**config.mk**
```make
export PLATFORM = sky130hd
export DESIGN_NAME = seg_display_arbiter
export DESIGN_NICKNAME = d
export VERILOG_FILES = /design/src/rtl/seg_display_arbiter_pkg.sv /design/src/rtl/seg_display_arbiter_tick_gen.sv /design/src/rtl/seg_display_arbiter.sv
export SDC_FILE = /design/constraint.sdc
export NUM_CORES = 1
export LEC_CHECK = 0
export CAP_MARGIN = 5
export CELL_PAD_IN_SITES_DETAIL_PLACEMENT = 0
export CELL_PAD_IN_SITES_GLOBAL_PLACEMENT = 1
export CORE_MARGIN = 3
export CORE_UTILIZATION = 32
export DETAILED_ROUTE_END_ITERATION = 6
export PLACE_DENSITY_LB_ADDON = 0.05
export SLEW_MARGIN = 20
export SYNTH_ARGS = -nofsm -noshare
export SYNTH_HDL_FRONTEND = slang
export SYNTH_HIERARCHICAL = 1
export SYNTH_SLANG_ARGS = --single-unit
export TNS_END_PERCENT = 5
```
**constraint.sdc**
```tcl
create_clock -name IN_CLK -period 3.45 [get_ports IN_CLK]
set_clock_uncertainty 0.15 [all_clocks]
set_input_delay 0.345 -clock IN_CLK [delete_from_list [all_inputs] [get_ports IN_CLK]]
set_output_delay 0.345 -clock IN_CLK [all_outputs]
set_load 0.02 [all_outputs]
```
**src/rtl/seg_display_arbiter_pkg.sv**
```systemverilog
// seg_pkg: shared constants, frame snapshot type and digit extraction for the seg display arbiter
//   NUM_DIGITS/SEG_W : digits per frame and segments per digit
//   SEG_BLANK        : all-segments-off pattern
//   frame_t          : one client's latched frame (segments, dp, blink mask)
//   digit_of         : segment pattern of digit k from a 56-bit frame bus
package seg_pkg;
   localparam int NUM_DIGITS = 8;
   localparam int SEG_W = 7;
   localparam logic [SEG_W-1:0] SEG_BLANK = 7'b0;
   typedef struct packed {
      logic [NUM_DIGITS*SEG_W-1:0] seg;
      logic [NUM_DIGITS-1:0] dp;
      logic [NUM_DIGITS-1:0] blink;
   } frame_t;
   function automatic logic [SEG_W-1:0] digit_of(input logic [NUM_DIGITS*SEG_W-1:0] bus, input logic [2:0] k);
      return bus[k*SEG_W +: SEG_W];
   endfunction
endpackage

```
**src/rtl/seg_display_arbiter_tick_gen.sv**
```systemverilog
// tick_gen: free-running modulo-DIV counter with a one-cycle tick on its last count
//   clk, rst_n : clock, asynchronous active-low reset
//   clr        : synchronous clear, wins over the wrap
//   tick       : high while the count equals DIV-1
module tick_gen #(
   parameter int DIV = 10
) (
   input  logic clk,
   input  logic rst_n,
   input  logic clr,
   output logic tick
);
   localparam int W = $clog2(DIV);
   logic [W-1:0] cnt;
   if (DIV < 2) begin : g_div_check
      $error("tick_gen: DIV must be at least 2");
   end
   assign tick = cnt == W'(DIV - 1);
   always_ff @(posedge clk or negedge rst_n)
      if (!rst_n) cnt <= '0;
      else cnt <= (clr || tick) ? '0 : cnt + 1'b1;
endmodule

```
**src/rtl/seg_display_arbiter.sv**
```systemverilog
// seg_display_arbiter: frame-boundary fixed-priority sharing of two 4-digit seven-segment banks
//   IN_CLK, IN_RST_N            : clock, asynchronous active-low reset
//   IN_REQ                      : level request per client, index 0 highest priority
//   IN_SEG, IN_DP, IN_BLINK     : per-client 8-digit segments, decimal points, blink mask
//   OUT_GRANT                   : one-hot owner of the current frame, zero when idle
//   OUT_FRAME                   : one-cycle pulse on each frame boundary
//   OUT_SEG0*/OUT_SEG1*         : left bank (digits 4..7) / right bank (digits 0..3) drive
module seg_display_arbiter
   import seg_pkg::*;
#(
   parameter int CLK_HZ = 100_000_000,
   parameter int SCAN_HZ = 1000,
   parameter int BLINK_HZ = 2,
   parameter int NUM_REQ = 4
) (
   input  logic                              IN_CLK,
   input  logic                              IN_RST_N,
   input  logic [NUM_REQ-1:0]                IN_REQ,
   input  logic [NUM_REQ*NUM_DIGITS*SEG_W-1:0] IN_SEG,
   input  logic [NUM_REQ*NUM_DIGITS-1:0]     IN_DP,
   input  logic [NUM_REQ*NUM_DIGITS-1:0]     IN_BLINK,
   output logic [NUM_REQ-1:0]                OUT_GRANT,
   output logic                              OUT_FRAME,
   output logic [SEG_W-1:0]                  OUT_SEG0DATA,
   output logic [SEG_W-1:0]                  OUT_SEG1DATA,
   output logic [3:0]                        OUT_SEG0SELE,
   output logic [3:0]                        OUT_SEG1SELE,
   output logic                              OUT_SEG0DP,
   output logic                              OUT_SEG1DP
);
   localparam int SCAN_DIV = CLK_HZ / SCAN_HZ;
   localparam int BLINK_DIV = CLK_HZ / (2 * BLINK_HZ);
   logic scan_tick, blink_tick, boundary, grant_change, phase, phase_nxt, dark0, dark1;
   logic [1:0] idx, idx_nxt;
   logic [NUM_REQ-1:0] grant_nxt;
   frame_t snap, snap_nxt, cand;
   tick_gen #(.DIV(SCAN_DIV)) u_scan (
      .clk(IN_CLK), .rst_n(IN_RST_N), .clr(1'b0), .tick(scan_tick)
   );
   tick_gen #(.DIV(BLINK_DIV)) u_blink (
      .clk(IN_CLK), .rst_n(IN_RST_N), .clr(grant_change), .tick(blink_tick)
   );
   // Walk from lowest priority upward so the highest-priority requester is written last.
   always_comb begin
      grant_nxt = '0;
      cand = '0;
      for (int r = NUM_REQ - 1; r >= 0; r--)
         if (IN_REQ[r]) begin
            grant_nxt = '0;
            grant_nxt[r] = 1'b1;
            cand = {IN_SEG[r*NUM_DIGITS*SEG_W +: NUM_DIGITS*SEG_W], IN_DP[r*NUM_DIGITS +: NUM_DIGITS],
                    IN_BLINK[r*NUM_DIGITS +: NUM_DIGITS]};
         end
   end
   assign idx_nxt = idx + 2'd1;
   assign boundary = scan_tick && idx == 2'd3;
   assign grant_change = boundary && grant_nxt != OUT_GRANT;
   assign snap_nxt = boundary ? cand : snap;
   // A new owner always starts visible, even if the blink counter wraps on the same edge.
   assign phase_nxt = grant_change ? 1'b0 : phase ^ blink_tick;
   // Outputs are computed from the post-edge snapshot so a new owner's digit 0/4 shows on the boundary edge.
   assign dark1 = phase_nxt && snap_nxt.blink[{1'b0, idx_nxt}];
   assign dark0 = phase_nxt && snap_nxt.blink[{1'b1, idx_nxt}];
   always_ff @(posedge IN_CLK or negedge IN_RST_N)
      if (!IN_RST_N) begin
         idx <= 2'd3;
         phase <= 1'b0;
         snap <= '0;
         OUT_GRANT <= '0;
         OUT_FRAME <= 1'b0;
         OUT_SEG0DATA <= SEG_BLANK;
         OUT_SEG1DATA <= SEG_BLANK;
         OUT_SEG0SELE <= '0;
         OUT_SEG1SELE <= '0;
         OUT_SEG0DP <= 1'b0;
         OUT_SEG1DP <= 1'b0;
      end else begin
         phase <= phase_nxt;
         OUT_FRAME <= boundary;
         if (boundary) OUT_GRANT <= grant_nxt;
         if (scan_tick) begin
            idx <= idx_nxt;
            snap <= snap_nxt;
            OUT_SEG1SELE <= 4'b1 << idx_nxt;
            OUT_SEG0SELE <= 4'b1 << idx_nxt;
            OUT_SEG1DATA <= dark1 ? SEG_BLANK : digit_of(snap_nxt.seg, {1'b0, idx_nxt});
            OUT_SEG0DATA <= dark0 ? SEG_BLANK : digit_of(snap_nxt.seg, {1'b1, idx_nxt});
            OUT_SEG1DP <= snap_nxt.dp[{1'b0, idx_nxt}] && !dark1;
            OUT_SEG0DP <= snap_nxt.dp[{1'b1, idx_nxt}] && !dark0;
         end
      end
endmodule

```
==> results of run 1 <==
-- area by class of cell --
type / instances / share of cell area, %
antenna: 2 / 0.0412
clock inverter: 14 / 0.896
timing repair buffer: 352 / 28.9
sequential: 142 / 29.3
multi-input combinational: 617 / 33.4
inverter: 21 / 0.649
clock buffer: 18 / 3.53
tap: 324 / 3.34
-- flip-flops by register name, indices dropped and copies added (netlist names) --
register and flops:
OUT_FRAME 1, OUT_SEG1SELE 4, OUT_SEG0DATA 7, OUT_SEG1DP 1, phase 1, OUT_SEG1DATA 7, u_blink/cnt 25, OUT_GRANT 4
idx 2, u_scan/cnt 17, snap 72, OUT_SEG0DP 1
-- cells in the final DEF (no fill, tap or decap), types with 8 or more instances in the layout --
| cell type | netlist | layout |
|---|---|---|
| nand3_1 | 19 | 19 |
| nor2_1 | 63 | 63 |
| xnor2_1 | 25 | 25 |
| clkdlybuf4s50_1 | 0 | 320 |
| nor4_1 | 8 | 8 |
| clkbuf_16 | 0 | 17 |
| a221oi_1 | 75 | 75 |
| nand2_1 | 105 | 105 |
| a211oi_1 | 9 | 9 |
| a21oi_1 | 25 | 25 |
| nor3_1 | 16 | 16 |
| dfrtp_1 | 140 | 140 |
| or3_1 | 9 | 9 |
| buf_4 | 11 | 25 |
| o221ai_1 | 55 | 55 |
| inv_1 | 19 | 18 |
| o21ai_0 | 56 | 56 |
| o31ai_1 | 8 | 8 |
| o21ai_1 | 13 | 13 |
| o22ai_1 | 12 | 12 |
-- per-stage QoR --
stage	cells	hold WS [ns]	cell area, µm²	util, %	power, mW
after floorplan	859	-0.101	8110	-	1.84
after global placement	1455	0.294	11600	47.1	2.28
after detailed placement	1455	0.289	11600	47.1	2.27
after CTS	1488	0.262	12100	49.4	3.97
after global routing	1489	0.288	12200	49.4	4.08
final	1490	0.281	12200	49.4	3.93
-- power by group through the flow --
stage / registers [mW] / clock network, mW / logic (mW)
5_1_grt: 1.68 / 1.80 / 0.600
6_report: 1.68 / 1.69 / 0.562
2_1_floorplan: 1.71 / 0 / 0.130
3_3_place_gp: 1.71 / 0 / 0.567
4_1_cts: 1.68 / 1.72 / 0.567
3_5_place_dp: 1.71 / 0 / 0.563
-- worst max-delay path by stage --
stage | to | cells after the start | startpoint
after floorplan | u_blink/cnt[10]$_DFF_PN0_ | 13 | u_scan/cnt[12]$_DFF_PN0_
after global placement | OUT_SEG1DATA[5]$_DFFE_PN0P_ | 10 | u_scan/cnt[0]$_DFF_PN0_
after detailed placement | OUT_SEG1DATA[5]$_DFFE_PN0P_ | 10 | u_scan/cnt[0]$_DFF_PN0_
after CTS | OUT_SEG1DATA[5]$_DFFE_PN0P_ | 10 | u_scan/cnt[0]$_DFF_PN0_
after global routing | OUT_SEG1DATA[5]$_DFFE_PN0P_ | 10 | u_scan/cnt[0]$_DFF_PN0_
final | OUT_SEG1DATA[5]$_DFFE_PN0P_ | 10 | u_scan/cnt[0]$_DFF_PN0_
-- cell families (layout without fill, tap and decap cells) --
logic type / Yosys count / after routing / share of synthesized area, %
adders and majority gates: 7 / 7 / 1.08
AOI/OAI and AO/OA: 303 / 303 / 28.4
DFF: 142 / 142 / 43.8
and+or+nand+nor: 269 / 269 / 16.2
buffers and inverters: 100 / 405 / 6.45
other: 1 / 4 / 0.0462
xor gates and xnor gates: 30 / 30 / 3.24
muxes: 6 / 6 / 0.802
-- routing by layer --
metal  GRT usage [%]  vias to the layer above  part of all wire, %  wire length [µm]
met5               0                        -                    0                 0
met4            7.62                        0                  2.6               841
met3            5.79                       41                  7.0              2270
met2            39.3                      269                   50             16200
met1            30.3                     4078                   41             13400
li1                -                     3894                    -                 -
-- cells in the mapped netlist (4+ instances only) --
library cell,instances,area share [%]
nor2_1,63,2.9
a221o_1,5,0.62
inv_1,19,0.88
o21ai_0,56,3.5
o22a_1,6,0.65
o41ai_1,5,0.54
nand2b_1,7,0.54
o2111ai_1,7,0.76
a21oi_1,25,1.5
o22ai_1,12,0.93
nand4_1,7,0.54
xor2_1,5,0.54
clkbuf_1,18,0.83
mux2_2,4,0.56
or4_1,6,0.56
buf_4,11,1.0
nand3_1,19,1.2
o31ai_1,8,0.74
buf_2,37,2.3
a22o_1,7,0.76
o21ai_1,13,0.80
or3_1,9,0.69
xnor2_1,25,2.7
dfrtp_1,140,43
a211oi_1,9,0.83
ha_1,7,1.1
buf_6,8,1.1
nor4_1,8,0.62
o221ai_1,55,5.9
a221oi_1,75,8.1
nor3_1,16,0.99
nand2_1,105,4.9
buf_1,5,0.23
-- critical path, stage by stage (launching register included) --
cell and delay [ns]:
dfrtp_1 0.38, ha_1 0.21, nand4_1 0.29, nor4_4 0.40, nand2_4 0.08, buf_4 0.36, nor3_1 0.47, o22ai_1 0.15
nor3_2 0.14, buf_4 0.19, a211oi_1 0.06
==> flow_summary.json, run 1 <==
{
  "area_delta_synth_final_pct": 49.9,
  "synth_cell_type_count": 70,
  "grt_pass1_vias": 8281,
  "p_sw_share_pct": 25.0,
  "synthArstFlopShare_pct": 100,
  "drt_pass1_iterations": 5,
  "critPathKind": "reg2reg",
  "p_leak_nw": 4.68,
  "rr_worst_depth": 10,
  "regToRegSetupSlack_ns": 0.38,
  "ctsResizeCount": 0,
  "drc": 0,
  "fp.dieH_um": 165,
  "yosysWarnings": 6,
  "cts_hold_buf": 1,
  "gp_congestion": 0.824,
  "syn_area_um2": 8110,
  "dr.first_iter.drc_count": 618,
  "grt_usage_pct": 23.7,
  "drive_gt1_share_pct": 7.56,
  "p_int_mw": 2.95,
  "relSlewSlack_pct": 46.5,
  "hold_class": "in2reg",
  "fin_ws_ns": 0.384,
  "setup_viol": 0,
  "die_w_um": 165,
  "wl_mm": 32.7,
  "synth_seq_cells": 142,
  "yosysSeqAreaShare_pct": 43.8,
  "numCtsBuffers": 17,
  "port_buffers": 322,
  "hold_end": "OUT_GRANT[2]$_DFFE_PN0N_",
  "n_fill_cell": 2334,
  "p_sw_mw": 0.984,
  "syn_area_per_cell_um2": 9.45,
  "startpoint_type": "flop",
  "via_per_inst": 5.56,
  "antenna_found_initial": 1,
  "crit_fanout": 73,
  "final_hold_viol_count": 0,
  "cp.required_ns": 3.58,
  "fin_crit_ns": 3.07,
  "ioPinCount": 323,
  "nNetsFinal": 1452,
  "ant_nets": 0,
  "setup-tns-final_ns": 0,
  "dieArea_um2": 27300,
  "status": "finished clean",
  "comb_power_share_pct": 14.3,
  "synth_ff_type": "dfrtp_1",
  "root_buffer": "clkbuf_16",
  "ir_drop_v": 0.000296,
  "cts_sinks": 142,
  "row_count": 57,
  "whs_path_depth": 3,
  "dp_hpwl_mm": 24.4,
  "hp-start": "IN_REQ[2]",
  "clkLatencyLatePin_ns": 0.43,
  "regArea_um2": 3560,
  "grt_remaining_overflow": 0,
  "routedWlPerCell_um": 21.9,
  "clkPwrFrac_pct": 43.0,
  "worstMarginPinSlew_ns": 0.802,
  "grt_max_degree": 78,
  "grt_pass1_wl_mm": 49.2,
  "seqPwrFrac_pct": 42.7,
  "clock_path_buffers": 2,
  "place_ws_ns": 0.357,
  "clk_pin_slew_ns": 0.06,
  "synth-edff-count": 0,
  "h-tree-depth": 4,
  "drv_slew": 0,
  "cts_tree": "done",
  "fmax_mhz": 326,
  "maxCapViolations": 0,
  "powerDensity_nw_per_um2": 323,
  "start_util_pct": 33.0,
  "timing.final.crit_share_pct": 88.9,
  "arrival_ns": 3.19,
  "rsz0062_at_grt": "false",
  "r2r_start": "u_scan/cnt[0]$_DFF_PN0_",
  "r2r-end": "OUT_SEG1DATA[5]$_DFFE_PN0P_",
  "multi_input_area_um2": 4060,
  "postCtsSetupBuffers": 0,
  "endpoint_kind": "flop",
  "core_area_um2": 24600,
  "via_count": 8282,
  "synth_cells": 858
}
Note: power is estimated with default switching activity, not from simulation.
==> run 2, diff against run 1 <==
CORE_MARGIN = 2   (was 3)
SKIP_CTS_REPAIR_TIMING = 1   (was default)
==> run 2 against run 1 <==
Net effect:
- final cell count rose by 0.34%
- sequential power barely moved
- critical path depth did not move
- via count fell by 1.0%
- sequential share of layout area fell by 0.11 points
- worst hold slack improved by 0.025 ns
- largest cell class unchanged
==> flow_summary.json, run 2 (synthesis gave the netlist of run 1 again) <==
{
  "ir_drop_v": 0.000329,
  "start_util_pct": 32.4,
  "final_hold_viol_count": 0,
  "regToRegSetupSlack_ns": 0.37,
  "rsz0062_at_grt": "false",
  "wl_mm": 32.4,
  "cts_tree": "done",
  "ant_nets": 0,
  "comb_power_share_pct": 13.7,
  "fp.dieH_um": 163,
  "p_leak_nw": 4.70,
  "clock_path_buffers": 2,
  "grt_remaining_overflow": 0,
  "grt_pass1_wl_mm": 48.5,
  "arrival_ns": 3.26,
  "port_buffers": 322,
  "fin_cells": 1495,
  "setup-tns-final_ns": 0,
  "startpoint_type": "flop",
  "grt_max_degree": 73,
  "fmax_mhz": 324,
  "placed_cells": 1462,
  "n_fill_cell": 2457,
  "final_common_cell": "clkdlybuf4s50_1",
  "endpoint_kind": "flop",
  "place_area_um2": 11600,
  "ioPinCount": 323,
  "drv_slew": 0,
  "clk_pin_slew_ns": 0.07,
  "p_int_mw": 3.08,
  "worstMarginPinSlew_ns": 0.649,
  "drc": 0,
  "grt_usage_pct": 23.9,
  "critPathKind": "reg2reg",
  "holdWs_ns": 0.306,
  "seqPwrFrac_pct": 41.4,
  "largest_reg_flops": 72,
  "final_cell_mix": "clkdlybuf4s50_1, dfrtp_1, nand2_1",
  "timing.final.crit_share_pct": 89.4,
  "p_sw_share_pct": 24.1,
  "core_area_um2": 25000,
  "utilization_pct": 48.7,
  "numCtsBuffers": 17,
  "cts_sinks": 142,
  "regMostFlops": "snap",
  "fin_crit_ns": 3.08,
  "dieArea_um2": 26600,
  "row_count": 58,
  "dr.first_iter.drc_count": 578,
  "area_delta_synth_final_pct": 50.4,
  "hold_class": "in2async",
  "totalPowerFinal_mw": 4.05,
  "place_ws_ns": 0.269,
  "drt_pass1_iterations": 5,
  "crit_fanout": 27,
  "dp_hpwl_mm": 23.6,
  "h-tree-depth": 4,
  "clkPwrFrac_pct": 44.9,
  "root_buffer": "clkbuf_16",
  "powerDensity_nw_per_um2": 332,
  "cp.required_ns": 3.63,
  "clkLatencyLatePin_ns": 0.43,
  "p_sw_mw": 0.976,
  "setup_viol": 0,
  "drive_gt1_share_pct": 7.65,
  "fin_ws_ns": 0.367,
  "routedWlPerCell_um": 21.7,
  "nNetsFinal": 1453,
  "gp_congestion": 0.776,
  "relSlewSlack_pct": 56.3,
  "antenna_found_initial": 1,
  "die_w_um": 163,
  "maxCapViolations": 0,
  "grt_pass1_vias": 8286,
  "via_count": 8198,
  "fin_area_um2": 12200,
  "via_per_inst": 5.48,
  "status": "finished clean",
  "top_regs": "snap: 72 flops, u_blink/cnt: 25 flops, u_scan/cnt: 17 flops"
}
[run 2: layout make-up]
class | count | area, µm² | share of cell area [%]
well taps | 330 | 413 | 3.38
repair buffers | 353 | 3520 | 28.8
flip-flops and latches | 142 | 3560 | 29.1
diodes | 1 | 2.50 | 0.0205
clock inverters | 14 | 148 | 1.21
multi-input cells | 617 | 4060 | 33.3
inverters | 21 | 78.8 | 0.646
clock buffers | 17 | 425 | 3.49
[run 2: final timing paths]
| check | from | to | cells past startpoint |
|---|---|---|---|
| min in group IN_CLK | u_blink/cnt[0]$_DFF_PN0_ | u_blink/cnt[0]$_DFF_PN0_ | 1 |
| worst min register to register | u_blink/cnt[0]$_DFF_PN0_ | u_blink/cnt[0]$_DFF_PN0_ | 1 |
| worst max register to register | u_scan/cnt[12]$_DFF_PN0_ | OUT_SEG1DATA[1]$_DFFE_PN0P_ | 10 |
| max in group asynchronous | IN_RST_N | u_blink/cnt[8]$_DFF_PN0_ | 3 |
| worst min-delay path | IN_RST_N | snap[65]$_DFFE_PN0P_ | 2 |
| worst max-delay path | u_scan/cnt[12]$_DFF_PN0_ | OUT_SEG1DATA[1]$_DFFE_PN0P_ | 10 |
[run 2: per-layer routing]
layer	wire length (µm)	vias to the layer above	GRT usage [%]	part of all wire (%)
li1	-	3887	-	-
met1	14200	4030	31.3	44
met2	15600	247	39.5	48
met3	1980	34	5.46	6.1
met4	686	0	7.08	2.1
met5	0	-	0	0
[run 2: power groups by stage]
stage          clock network [mW]  logic [mW]  registers [mW]
2_1_floorplan                   0       0.130            1.71
3_3_place_gp                    0       0.559            1.71
3_5_place_dp                    0       0.557            1.71
4_1_cts                      1.86       0.560            1.68
5_1_grt                      1.95       0.592            1.68
6_report                     1.82       0.555            1.68
[run 2: worst max-delay path, cell delays in order, from the launching register on]
cell	delay, ns
dfrtp_1	0.43
or4b_1	0.60
nor4_4	0.23
nand2_4	0.11
inv_2	0.09
buf_4	0.30
o221ai_1	0.20
o21ai_0	0.33
a22o_1	0.23
a221oi_1	0.06
a211oi_1	0.27
==> run 3, diff against run 2 <==
PLACE_DENSITY_LB_ADDON = 0.1   (was 0.05)
REMOVE_ABC_BUFFERS = 1   (was default)
==> run 3 against run 2 <==
Net effect:
- combinational power increased by 2%
- sequential power about the same
- critical path depth grew 1
- design area is 0.22% higher
==> flow_summary.json, run 3 (synthesis gave the netlist of run 1 again) <==
{
  "regMostFlops": "snap",
  "via_per_inst": 5.43,
  "maxCapViolations": 0,
  "regToRegSetupSlack_ns": 0.33,
  "largest_reg_flops": 72,
  "whs_path_depth": 1,
  "grt_max_degree": 100,
  "multi_input_area_um2": 4070,
  "highest_layer": "met4",
  "drc": 0,
  "crit_fanout": 11,
  "grt_pass1_vias": 8443,
  "nNetsFinal": 1457,
  "relSlewSlack_pct": 29.3,
  "setup_viol": 0,
  "fp.dieH_um": 163,
  "root_buffer": "clkbuf_16",
  "rr_worst_depth": 11,
  "wl_met3_mm": 2.02,
  "regArea_um2": 3560,
  "p_sw_share_pct": 24.1,
  "final_hold_viol_count": 0,
  "arrival_ns": 3.26,
  "status": "finished clean",
  "hold_end": "u_blink/cnt[0]$_DFF_PN0_",
  "fin_crit_ns": 3.12,
  "drt_pass1_iterations": 5,
  "dieArea_um2": 26600,
  "critPathKind": "reg2reg",
  "p_leak_nw": 4.72,
  "ir_drop_v": 0.000259,
  "totalPowerFinal_mw": 3.96,
  "clkPwrFrac_pct": 43.2,
  "p_sw_mw": 0.953,
  "gp_congestion": 0.760,
  "p_int_mw": 3.00,
  "r2r_start": "u_scan/cnt[0]$_DFF_PN0_",
  "start_util_pct": 32.4,
  "core_area_um2": 25000,
  "clk_pin_slew_ns": 0.06,
  "worstMarginPinSlew_ns": 1.06,
  "wl_mm": 30.8,
  "grt_usage_pct": 23.2,
  "hold_class": "reg2reg",
  "clkLatencyLatePin_ns": 0.43,
  "setup-tns-final_ns": 0,
  "antenna_found_initial": 1,
  "top_regs": "snap: 72 flops, u_blink/cnt: 25 flops, u_scan/cnt: 17 flops",
  "h-tree-depth": 4,
  "via_count": 8143,
  "drive_gt1_share_pct": 7.78,
  "utilization_pct": 48.8,
  "grt_pass1_wl_mm": 47.6,
  "endpoint_kind": "flop",
  "cts_tree": "done",
  "hp-start": "u_blink/cnt[0]$_DFF_PN0_",
  "timing.final.crit_share_pct": 90.4,
  "met2WireLength_mm": 15.2,
  "startpoint_type": "flop",
  "comb_power_share_pct": 14.3,
  "die_w_um": 163,
  "powerDensity_nw_per_um2": 324,
  "drv_slew": 0,
  "routedWlPerCell_um": 20.5,
  "n_fill_cell": 2438,
  "fmax_mhz": 321,
  "seqPwrFrac_pct": 42.5,
  "r2r-end": "OUT_SEG0DATA[5]$_DFFE_PN0P_",
  "ant_nets": 0,
  "drt-met1-wl_mm": 13.2,
  "cts_sinks": 142,
  "cp.required_ns": 3.59,
  "final_common_cell": "clkdlybuf4s50_1",
  "row_count": 58,
  "numCtsBuffers": 17,
  "port_buffers": 322,
  "rsz0062_at_grt": "false",
  "dp_hpwl_mm": 22.7,
  "ioPinCount": 323,
  "final_cell_mix": "clkdlybuf4s50_1, dfrtp_1, nand2_1",
  "grt_remaining_overflow": 0,
  "dr.first_iter.drc_count": 486,
  "clock_path_buffers": 2,
  "area_delta_synth_final_pct": 50.8
}
==> run 3: critical path, stage by stage, from the launching register on <==
cell	delay (ns)
dfrtp_1	0.38
ha_1	0.21
nand4_1	0.29
nor4_4	0.43
nand2_4	0.10
inv_2	0.24
buf_4	0.23
o221ai_1	0.16
a32oi_1	0.21
o2111a_1	0.26
and3_4	0.26
a311oi_2	0.06
==> run 3: layout make-up <==
type	instances	area share, %
timing repair buffer	357	29.2
inverter	21	0.645
antenna	1	0.0205
tap	330	3.38
sequential	142	29.1
clock buffer	23	3.91
clock inverter	9	0.512
multi-input combinational	617	33.2
==> run 3: power groups by stage <==
stage / Sequential (mW) / Clock, mW / Combinational (mW)
global placement: 1.71 / 0 / 0.568
detailed placement: 1.71 / 0 / 0.570
finish: 1.68 / 1.71 / 0.566
CTS: 1.68 / 1.74 / 0.573
global route: 1.68 / 1.82 / 0.607
floorplan: 1.71 / 0 / 0.0953
==> run 3: metrics by stage <==
stage,setup slack [ns],area [µm²],hold WS (ns),instances
6_report,0.330,12200,0.308,1500
5_1_grt,0.00926,12200,0.341,1500
4_1_cts,0.183,12200,-0.187,1498
3_5_place_dp,0.204,11700,0.267,1466
3_3_place_gp,0.237,11700,0.256,1466
2_1_floorplan,-3.23,7670,-0.101,780
==> run 3: worst max path at each step <==
stage | from | to
final | u_scan/cnt[0]$_DFF_PN0_ | OUT_SEG0DATA[5]$_DFFE_PN0P_
after global routing | u_scan/cnt[0]$_DFF_PN0_ | OUT_SEG0DATA[5]$_DFFE_PN0P_
after CTS | u_scan/cnt[0]$_DFF_PN0_ | OUT_SEG1DATA[4]$_DFFE_PN0P_
after detailed placement | IN_REQ[1] | OUT_SEG0DATA[6]$_DFFE_PN0P_
after global placement | u_blink/cnt[0]$_DFF_PN0_ | OUT_SEG1DATA[4]$_DFFE_PN0P_
after floorplan | u_scan/cnt[12]$_DFF_PN0_ | OUT_SEG1DATA[5]$_DFFE_PN0P_
==> run 3: metal layers <==
metal	GRT usage, %	vias up
met4	6.60	0
met1	28.9	3960
li1	-	3900
met3	5.36	25
met2	40.3	258
met5	0	-
==> edit 1, RTL diff (flow settings as in run 3) <==
Reset style: synchronous (`IN_RST_N` and `rst_n`), changed in 2 clocked blocks. Comments in the files are not updated.
--- a/src/rtl/seg_display_arbiter_tick_gen.sv
+++ b/src/rtl/seg_display_arbiter_tick_gen.sv
@@ -18,3 +18,3 @@
    assign tick = cnt == W'(DIV - 1);
-   always_ff @(posedge clk or negedge rst_n)
+   always_ff @(posedge clk)
       if (!rst_n) cnt <= '0;
--- a/src/rtl/seg_display_arbiter.sv
+++ b/src/rtl/seg_display_arbiter.sv
@@ -63,3 +63,3 @@
    assign dark0 = phase_nxt && snap_nxt.blink[{1'b1, idx_nxt}];
-   always_ff @(posedge IN_CLK or negedge IN_RST_N)
+   always_ff @(posedge IN_CLK)
       if (!IN_RST_N) begin
Check against the original RTL: no difference found for any inputs over 10 cycles, from zero or initial values and one cycle with IN_RST_N low; that may be too few to reach the edited logic, so the function may still have changed.
==> edit 1 against run 3 <==
- combinational power rose by 3%
- global-route usage fell by 0.71 points
- non-clock buffer count fell by 2
- highest routed layer is now met5
- sequential share of layout area fell by 5.2 points
- largest cell class unchanged
- sequential cell count did not move
- power fell by 0.17%
- wire length fell by 3.1%
- synthesized area fell by 3.5%
- design area fell by 2.8%
- worst setup slack got worse by 0.047 ns
- critical endpoint is now OUT_SEG1DATA[5]
==> edit 1: results <==
export IMPL_status="completed"
export IMPL_grt_pass1_wl_mm=45.5
export IMPL_grt_max_degree=58
export IMPL_cp_startpoint="u_scan/cnt[0]"
export IMPL_num_nets_final=1479
export IMPL_crit_family="compound AO/OA/AOI/OAI gates"
export IMPL_leakagePower_uw=0.00413
export IMPL_first_iter_violations=416
export IMPL_r2r_cells=10
export IMPL_routabilityCongestion=0.838
export IMPL_antenna_cells=0
export IMPL_place_hpwl_mm=22.3
export IMPL_grtUsageTotal_pct=22.5
export IMPL_ir_drop_uv=324
export IMPL_first_pass_iters=7
export IMPL_synth_area_top_cells="dfxtp_1 36%, nor2_1 5.9%, a221o_1 4.1%, o221ai_1 4.0%, o221a_2 3.5%"
export IMPL_rrSetupSlack_ns=0.28
export IMPL_worstMarginPinSlew_ns=0.996
export IMPL_slowest_delay_ns=0.57
export IMPL_cp_max_fo=16
export IMPL_wirelength_mm=29.8
export IMPL_clk_pin_slew_ns=0.06
export IMPL_r2r_end="OUT_SEG1DATA[5]"
export IMPL_arrival_ns=3.34
export IMPL_synth_distinct_cells=62
export IMPL_r2r_start="u_scan/cnt[0]"
export IMPL_drive_gt1_share_pct=10.3
export IMPL_hp_start="u_scan/cnt[0]"
export IMPL_ys_seq_area_share_pct=36.3
export IMPL_slowest_stage="a2111o_1"
export IMPL_async_flop_share_pct=0
-- edit 1: cell families (layout without fill, tap and decap cells) --
logic type / Yosys count / after routing / synth area share, %
buf+inv: 104 / 403 / 6.73
compound gates: 318 / 318 / 34.3
flops: 142 / 142 / 36.3
other cells: 1 / 1 / 0.0479
mux: 4 / 4 / 0.511
xor+xnor: 25 / 25 / 2.80
simple gates: 291 / 291 / 18.2
fa+ha+maj: 7 / 7 / 1.12
-- edit 1: final cells by class --
| class | instances | area [um^2] | area share (%) |
|---|---|---|---|
| Clock inverter | 11 | 93.8 | 0.790 |
| Inverter | 16 | 60.1 | 0.505 |
| Tap cell | 324 | 405 | 3.41 |
| Sequential cell | 142 | 2840 | 23.9 |
| Timing Repair Buffer | 355 | 3540 | 29.8 |
| Clock buffer | 21 | 450 | 3.79 |
| Multi-Input combinational cell | 646 | 4490 | 37.8 |
-- edit 1: metrics by stage --
stage / hold WS (ns) / setup slack, ns / area [um^2] / cells
2_1_floorplan: 0.267 / -1.52 / 7360 / 804
3_3_place_gp: 0.284 / 0.255 / 11300 / 1483
3_5_place_dp: 0.300 / 0.208 / 11300 / 1483
4_1_cts: 0.314 / 0.266 / 11900 / 1515
5_1_grt: 0.325 / 0.0810 / 11900 / 1515
6_report: 0.311 / 0.284 / 11900 / 1515
-- edit 1: report_power, final --
| group | switching, uW | internal (uW) | total (uW) |
|---|---|---|---|
| sequential | 5.16 | 1640 | 1650 |
| combinational | 211 | 372 | 583 |
| clock | 713 | 1000 | 1720 |
| total | 929 | 3020 | 3950 |
-- edit 1: layer usage --
metal  global-route usage (%)  routed length (um)  vias up
li1                         -                   -     4043
met3                     5.19                1670       20
met2                     40.5               15100      228
met1                     27.2               12700     3960
met5                        0                  11        -
met4                     5.28                 320        2
==> edit 2, RTL diff (config.mk and constraints of run 3) <==
Without the edit above. The parameter `BLINK_HZ` goes from 2 to 4.
--- a/src/rtl/seg_display_arbiter.sv
+++ b/src/rtl/seg_display_arbiter.sv
@@ -12,3 +12,3 @@
    parameter int SCAN_HZ = 1000,
-   parameter int BLINK_HZ = 2,
+   parameter int BLINK_HZ = 4,
    parameter int NUM_REQ = 4
Formal check against the unedited RTL: no difference found for any inputs over 10 cycles, from zero or initial values and one cycle with IN_RST_N low; that may be too few to reach the edited logic, so the function may still have changed.
==> edit 2 against run 3 <==
- power rose by 7.1%
- sequential share of layout area shrank 0.32 points
- sequential cell count is 1 lower
- design area up 0.40%
- largest cell class unchanged
- wire length rose by 1.9%
- global-route usage rose by 0.55 points
- non-clock buffer count increased by 1
- synthesized area shrank 0.23%
- worst setup slack worse by 0.037 ns
==> edit 2: results <==
export IMPL_synthXorXnorAreaFrac_pct=3.57
export IMPL_slowest_stage="nor4_4"
export IMPL_place_hpwl_mm=23.7
export IMPL_ys_seq_area_share_pct=43.6
export IMPL_rrSetupSlack_ns=0.29
export IMPL_cts_buffers=17
export IMPL_grt_pass1_wl_mm=47.8
export IMPL_synth_compound_area_share_pct=27.7
export IMPL_synth_distinct_cells=72
export IMPL_numPortBuffers=322
export IMPL_avgSynthCellArea_um2=9.47
export IMPL_arrival_ns=3.35
export IMPL_ctsLongestPathBuffers=2
export IMPL_slew_headroom_pct=59.4
export IMPL_routabilityCongestion=0.806
export IMPL_grtUsageTotal_pct=23.8
export IMPL_ir_drop_uv=340
export IMPL_crit_family="simple AND/OR/NAND/NOR gates"
export IMPL_placed_area_mm2=0.0117
export IMPL_dp_slack_ns=0.307
export IMPL_ys_warnings_count=6
export IMPL_clk_latency_ns=0.44
export IMPL_dominantRegCellSynth="dfrtp_1"
export IMPL_drc_errors=0
export IMPL_post_drt_wl_per_cell_um=20.9
export IMPL_first_pass_iters=5
export IMPL_leakagePower_uw=0.00478
export IMPL_status="completed"
export IMPL_clk_pin_slew_ns=0.07
export IMPL_ys_top_cells_by_count="139 x dfrtp_1, 101 x nand2_1, 75 x a221oi_1"
export IMPL_async_flop_share_pct=100
export IMPL_antenna_found_initial=4
export IMPL_slowest_delay_ns=0.43
export IMPL_yosys_area_share_adder_pct=1.08
export IMPL_grt_max_degree=100
export IMPL_cap_violations=0
export IMPL_cp_max_fo=99
export IMPL_synth_area_top_cells="dfrtp_1 43%, a221oi_1 8.1%, o221ai_1 6.0%, nand2_1 4.7%, o21ai_0 3.2%"
export IMPL_max_freq_ghz=0.317
export IMPL_reg_top3="snap x72, u_blink/cnt x24, u_scan/cnt x17"
export IMPL_holdWs_ns=0.293
export IMPL_drive_gt1_share_pct=8.30
export IMPL_grt_pass1_vias=8445
export IMPL_cts_root_buffer="clkbuf_16"
export IMPL_hp_class="in -> async"
export IMPL_htree_levels=4
export IMPL_first_iter_violations=537
export IMPL_vias=8045
export IMPL_synthMuxAreaShare_pct=0.928
export IMPL_wirelength_mm=31.3
edit 2: cell types whose count changed in the layout (fill, tap and decap cells not counted), moves of 4 or more:
cell / run 3 / this run
nand4_1: 7 / 14
o21ai_0: 56 / 51
or3_1: 9 / 5
a21oi_1: 25 / 21
inv_6: 0 / 9
nand2_1: 105 / 101
clkinvlp_4: 4 / 0
edit 2: worst register-to-register path: cells and delay by family, from the launching register on:
kind | cells | cell delay [ns]
AO/OA/AOI/OAI | 4 | 1.07
AND/OR/NAND/NOR | 4 | 1.04
flip-flops | 1 | 0.38
adder cells (fa/ha/maj) | 1 | 0.21
buffers and inverters | 1 | 0.21
edit 2: path summary, 6_finish.rpt:
path                                    start              end  cells past startpoint
worst min-delay path                 IN_RST_N         snap[39]                      2
min in group IN_CLK                  snap[66]         snap[66]                      2
max in group asynchronous            IN_RST_N           idx[0]                      3
worst max register to register  u_scan/cnt[0]  OUT_SEG0DATA[5]                     10
worst min register to register       snap[66]         snap[66]                      2
worst max-delay path            u_scan/cnt[0]  OUT_SEG0DATA[5]                     10
edit 2: per-layer routing:
metal,part of all wire [%],track usage (%),up-vias
met1,42,28.4,3867
li1,-,-,3906
met3,5.7,5.99,37
met2,51,42.0,231
met5,0.073,0,-
met4,2.1,7.36,4
edit 2: layout make-up:
class                           count  area, um^2
Antenna cell                        3        7.51
Sequential cell                   141        3530
Clock inverter                     15         168
Tap cell                          330         413
Clock buffer                       17         425
Inverter                           20        75.1
Multi-Input combinational cell    617        4080
Timing Repair Buffer              358        3580
Fill cell                        2412       12800
edit 2: power by group:
part           switching [uW]  internal (uW)
Sequential               58.5           1690
Clock                     843           1030
Combinational             236            380
